--- config.mk ---
export PLATFORM = sky130hd
export DESIGN_NAME = sargantana_icache_ifill_ctrl
export DESIGN_NICKNAME = d
export VERILOG_FILES = /design/src/rtl/sargantana_icache_ifill_ctrl.sv
export SDC_FILE = /design/constraint.sdc
export NUM_CORES = 1
export LEC_CHECK = 0
export BUFFER_PORTS_ARGS = -buffer_cell sky130_fd_sc_hd__buf_2
export CAP_MARGIN = 25
export CORE_AREA = 2 2 192 194
export DETAILED_ROUTE_END_ITERATION = 12
export DIE_AREA = 0 0 194 196
export GPL_ROUTABILITY_DRIVEN = 1
export GPL_TIMING_DRIVEN = 0
export PLACE_DENSITY = 0.61
export SYNTH_ARGS = -nofsm -noshare
export SYNTH_HDL_FRONTEND = slang
export SYNTH_SLANG_ARGS = --single-unit
--- constraint.sdc ---
create_clock -name clk_i -period 3.8 [get_ports clk_i]
set_input_delay 0.38 -clock clk_i [delete_from_list [all_inputs] [get_ports clk_i]]
set_output_delay 0.38 -clock clk_i [all_outputs]
set_load 0.02 [all_outputs]
--- src/rtl/sargantana_icache_ifill_ctrl.sv ---
// Instruction-cache line-fill controller: issues one L2 request per miss, gathers the
// response beats into a line buffer and installs the line in the victim way.
module sargantana_icache_ifill_ctrl #(
   parameter int unsigned ICACHE_N_WAY     = 4,
   parameter int unsigned ICACHE_TAG_WIDTH = 20,
   parameter int unsigned IDX_BITS_SIZE    = 12,
   parameter int unsigned PADDR_SIZE       = 32,
   parameter int unsigned FILL_BEATS       = 2,
   parameter int unsigned BEAT_WIDTH       = 128,
   localparam int unsigned LINE_OFFSET     = $clog2(FILL_BEATS * BEAT_WIDTH / 8),
   localparam int unsigned SET_BITS        = IDX_BITS_SIZE - LINE_OFFSET,
   localparam int unsigned WAY_BITS        = $clog2(ICACHE_N_WAY),
   localparam int unsigned LINE_WIDTH      = FILL_BEATS * BEAT_WIDTH
) (
   input  logic                        clk_i,
   input  logic                        rstn_i,
   input  logic                        miss_i,
   input  logic [ICACHE_TAG_WIDTH-1:0] cline_tag_i,
   input  logic [IDX_BITS_SIZE-1:0]    idx_i,
   input  logic [WAY_BITS-1:0]         way_to_replace_i,
   input  logic                        kill_i,
   input  logic                        flush_i,
   output logic                        ifill_req_valid_o,
   input  logic                        ifill_req_ready_i,
   output logic [PADDR_SIZE-1:0]       ifill_req_paddr_o,
   input  logic                        ifill_resp_valid_i,
   input  logic [BEAT_WIDTH-1:0]       ifill_resp_data_i,
   output logic                        line_we_o,
   output logic [WAY_BITS-1:0]         line_way_o,
   output logic [SET_BITS-1:0]         line_set_o,
   output logic [ICACHE_TAG_WIDTH-1:0] line_tag_o,
   output logic [LINE_WIDTH-1:0]       line_data_o,
   output logic                        ifill_process_started_o,
   output logic                        ifill_done_o
);

   localparam int unsigned CntW = (FILL_BEATS > 1) ? $clog2(FILL_BEATS) : 1;

   typedef enum logic [1:0] {StIdle, StReq, StWait, StWrite} state_e;

   state_e                      state_q, state_d;
   logic [ICACHE_TAG_WIDTH-1:0] tag_q, tag_d;
   logic [SET_BITS-1:0]         set_q, set_d;
   logic [WAY_BITS-1:0]         way_q, way_d;
   logic [CntW-1:0]             cnt_q, cnt_d;
   logic [LINE_WIDTH-1:0]       buf_q, buf_d;
   logic                        kill_pend_q, kill_pend_d;
   logic                        flush_pend_q, flush_pend_d;

   always_ff @(posedge clk_i or negedge rstn_i) begin
      if (!rstn_i) begin
         state_q      <= StIdle;
         tag_q        <= '0;
         set_q        <= '0;
         way_q        <= '0;
         cnt_q        <= '0;
         buf_q        <= '0;
         kill_pend_q  <= 1'b0;
         flush_pend_q <= 1'b0;
      end else begin
         state_q      <= state_d;
         tag_q        <= tag_d;
         set_q        <= set_d;
         way_q        <= way_d;
         cnt_q        <= cnt_d;
         buf_q        <= buf_d;
         kill_pend_q  <= kill_pend_d;
         flush_pend_q <= flush_pend_d;
      end
   end

   always_comb begin
      state_d           = state_q;
      tag_d             = tag_q;
      set_d             = set_q;
      way_d             = way_q;
      cnt_d             = cnt_q;
      buf_d             = buf_q;
      kill_pend_d       = kill_pend_q;
      flush_pend_d      = flush_pend_q;
      ifill_req_valid_o = 1'b0;
      line_we_o         = 1'b0;
      ifill_done_o      = 1'b0;

      case (state_q)
         StIdle: begin
            if (miss_i && !kill_i && !flush_i) begin
               tag_d   = cline_tag_i;
               set_d   = idx_i[IDX_BITS_SIZE-1:LINE_OFFSET];
               way_d   = way_to_replace_i;
               state_d = StReq;
            end
         end
         StReq: begin
            ifill_req_valid_o = 1'b1;
            // Once L2 has taken the request its beats must be drained, so a late
            // kill/flush is only remembered rather than acted on.
            if (ifill_req_ready_i) begin
               state_d      = StWait;
               cnt_d        = '0;
               kill_pend_d  = kill_i;
               flush_pend_d = flush_i;
            end else if (kill_i || flush_i) begin
               state_d = StIdle;
            end
         end
         StWait: begin
            if (kill_i)  kill_pend_d  = 1'b1;
            if (flush_i) flush_pend_d = 1'b1;
            if (ifill_resp_valid_i) begin
               buf_d[int'(cnt_q)*BEAT_WIDTH +: BEAT_WIDTH] = ifill_resp_data_i;
               if (cnt_q == CntW'(FILL_BEATS - 1)) state_d = StWrite;
               else                                cnt_d   = cnt_q + CntW'(1);
            end
         end
         StWrite: begin
            // A kill still installs the line; only a flush keeps it out of the array.
            line_we_o    = !(flush_pend_q || flush_i);
            ifill_done_o = !(kill_pend_q || kill_i || flush_pend_q || flush_i);
            state_d      = StIdle;
            cnt_d        = '0;
            kill_pend_d  = 1'b0;
            flush_pend_d = 1'b0;
         end
         default: state_d = StIdle;
      endcase
   end

   assign ifill_req_paddr_o       = {tag_q, set_q, {LINE_OFFSET{1'b0}}};
   assign line_way_o              = way_q;
   assign line_set_o              = set_q;
   assign line_tag_o              = tag_q;
   assign line_data_o             = buf_q;
   assign ifill_process_started_o = (state_q != StIdle);

endmodule

==> impl_metrics.env <==
export IMPL_seq_area_frac_synth=0.653
export IMPL_synth_common_cells="290 x dfrtp_1, 275 x mux2_2, 45 x buf_4, 16 x buf_2, 10 x mux2_4"
export IMPL_period_needed_ns=2.27
export IMPL_critPathCaptureType="output pin"
export IMPL_cts_tree="built"
export IMPL_cp_data_required_time_ns=3.42
export IMPL_yosysTopAreaCell="dfrtp_1"
export IMPL_grtUsageTotal=0.150
export IMPL_synth_most_common_cell="dfrtp_1"
export IMPL_cts_resized=0
export IMPL_ant_nets=0
export IMPL_slowest_delay_ns=0.39
export IMPL_switching_share=0.389
export IMPL_syn_area_um2=11100
export IMPL_die_h_um=196
export IMPL_maxCapViolations=0
export IMPL_post_cts_setup_buffers=0
export IMPL_hpwl_mm=22.3
export IMPL_drv_slew=0
export IMPL_vias=7334
export IMPL_switchingPower_uw=5820
export IMPL_dp_cells=1620
export IMPL_yosys_register_bits=290
export IMPL_r2r_cells=5
export IMPL_clk_insertion_delay_late_ns=0.55
export IMPL_fin_crit_sh=0.597
export IMPL_area_growth_pct=36.3
export IMPL_r2r_end="line_data_o[10]$_DFFE_PN0P_"
export IMPL_path_clk_slew_ns=0.06
export IMPL_path_max_fanout=10
export IMPL_holdCritStartpoint="cline_tag_i[11]"
export IMPL_grt_pass1_wl_mm=45.4
export IMPL_ys_types=23
export IMPL_hold_viol_final=0
export IMPL_status="finished, final reports clean"
export IMPL_crit_chain="buf_1 > nand3b_1 > nor4_1 > buf_2"
export IMPL_reg2reg_from="state_q[0]$_DFFE_PN0P_"
export IMPL_routed_wl_mm=29.7
export IMPL_fillers=3430
export IMPL_synthCells=667
export IMPL_pwr_share_seq=0.365
export IMPL_cts_buffer_depth=3
export IMPL_place_gp_congestion=0.813
export IMPL_tns_ns=0
export IMPL_die_w_um=194
export IMPL_avgViaCountPerCell=4.37
export IMPL_critical_path_class="reg -> out"
export IMPL_cts_root_buf="clkbuf_16"
export IMPL_antenna_found_initial=0
export IMPL_yosys_top_cells_area="dfrtp_1 65%, mux2_2 28%, buf_4 3.0%"
export IMPL_wl_per_cell_um=17.7
export IMPL_num_antenna_cells=0
export IMPL_r2r_setup_slack_ns=1.89
export IMPL_hold_slack_ns=0.0581
export IMPL_p_leak_uw=0.00753
export IMPL_synth_top_area_frac=0.653
export IMPL_worstMarginPinSlew_ns=0.605
export IMPL_hp_class="in -> reg"
export IMPL_grt_max_degree=118
export IMPL_fmax_ghz=0.441
export IMPL_start_util=0.308
export IMPL_setup_worst_path_start_class="flip-flop"
export IMPL_top_level_ports=490
export IMPL_relSlewSlack=0.597
export IMPL_overflow=0
export IMPL_die_area_um2=38000
export IMPL_hold_buffers=1
export IMPL_cts_sinks=290
export IMPL_peakVddDrop_uv=527
export IMPL_synth_edf_count=0
export IMPL_core_um2=36100
export IMPL_grt_pass1_vias=7599
export IMPL_drt_iter0_markers=146
export IMPL_synth_warnings=0
export IMPL_hold_depth=2
export IMPL_cell_internal_pwr_uw=9160
export IMPL_drc_errors=0
export IMPL_min_to="line_tag_o[11]$_DFFE_PN0P_"
export IMPL_power_share_clock=0.190
export IMPL_cp_slowest_cell="dfrtp_1"
export IMPL_io_buffers=479
export IMPL_drive_gt1_frac=0.723
export IMPL_synthesis_area_per_instance_um2=16.7
export IMPL_drtPass1Iterations=4
export IMPL_rows=70
export IMPL_ys_flop_type="dfrtp_1"
export IMPL_async_reset_ff_frac=1.00
export IMPL_final_cells=1677
export IMPL_cts_buffers=31
export IMPL_skew_ns=0.00766
export IMPL_combPwrFrac=0.445
export IMPL_finalSetupViolCount=0
export IMPL_crit_arrival_ns=1.89
export IMPL_cts_htree_levels=1
export IMPL_rsz0062_at_grt="false"
export IMPL_nets=1355
export IMPL_power_density_nw_per_um2=989
==> logic make-up after synthesis <==
group	share of synthesized area
other	0.000338
multiplexers	0.294
flip-flops	0.653
AND/OR/NAND/NOR	0.00755
AO/OA/AOI/OAI	0.00417
buffers and inverters	0.0407
==> metal layers <==
metal / GRT usage / part of all wire / wire [µm]
met1: 0.191 / 0.42 / 12400
met2: 0.259 / 0.50 / 14800
met3: 0.0442 / 0.072 / 2140
met4: 0.0241 / 0.013 / 394
met5: 0 / 0 / 0
==> metrics by stage <==
stage / utilization / cell area, µm² / total power, µW / worst slack, ns
6_report: 0.420 / 15100 / 15000 / 1.53
3_5_place_dp: 0.393 / 14200 / 12300 / 1.84
3_3_place_gp: 0.391 / 14100 / 12100 / -3.15
5_1_grt: 0.420 / 15100 / 15800 / 1.40
2_1_floorplan: - / 11100 / 9710 / 2.02
4_1_cts: 0.420 / 15100 / 15200 / 1.50
==> worst max path at each step <==
| stage | to | depth (start not counted) |
|---|---|---|
| floorplan | ifill_done_o | 3 |
| global placement | line_tag_o[0]$_DFFE_PN0P_ | 1 |
| detailed placement | line_data_o[10]$_DFFE_PN0P_ | 5 |
| CTS | ifill_done_o | 4 |
| global route | ifill_done_o | 4 |
| finish | ifill_done_o | 4 |
==> critical path, delay by kind of cell, from the launching register on <==
family / cells / cell delay [ns]
DFF: 1 / 0.39
and+or+nand+nor: 2 / 0.35
buffers and inverters: 2 / 0.60
==> layout by cell type, fill, tap and decap left out, drive strengths merged, types with 2 or more instances in the layout <==
master and count:
o22ai 2, mux2i 2, and3 2, nor2 2, buf 545, nor4 2
a21oi 4, clkbuf 52, conb 5, nand2 4, dfrtp 290, nand3b 2
clkinv 5, mux2 285
==> cell type report <==
type                    count  area, µm²  area share
flip-flops and latches    290       7260       0.479
multi-input cells         315       3420       0.226
repair buffers            482       2470       0.163
clock buffers              51        931      0.0615
well taps                 468        586      0.0387
plain buffers              65        448      0.0296
clock inverters             5       28.8     0.00190
inverters                   1       3.75    0.000248
==> power by group through the flow <==
stage | sequential (µW) | clock (µW) | combinational, µW
after floorplan | 7380 | 0 | 2330
after global placement | 5450 | 0 | 6700
after detailed placement | 5500 | 0 | 6770
after CTS | 5480 | 2930 | 6780
after global routing | 5670 | 3070 | 7050
final | 5470 | 2840 | 6670
==> sequential cells by signal, summed over array words and instances (netlist names), named ones only <==
signal        count
line_way_o        2
flush_pend_q      1
kill_pend_q       1
line_data_o     256
line_set_o        7
state_q           1
cnt_q             1
line_tag_o       20
Power figures use the tool's default switching activity.
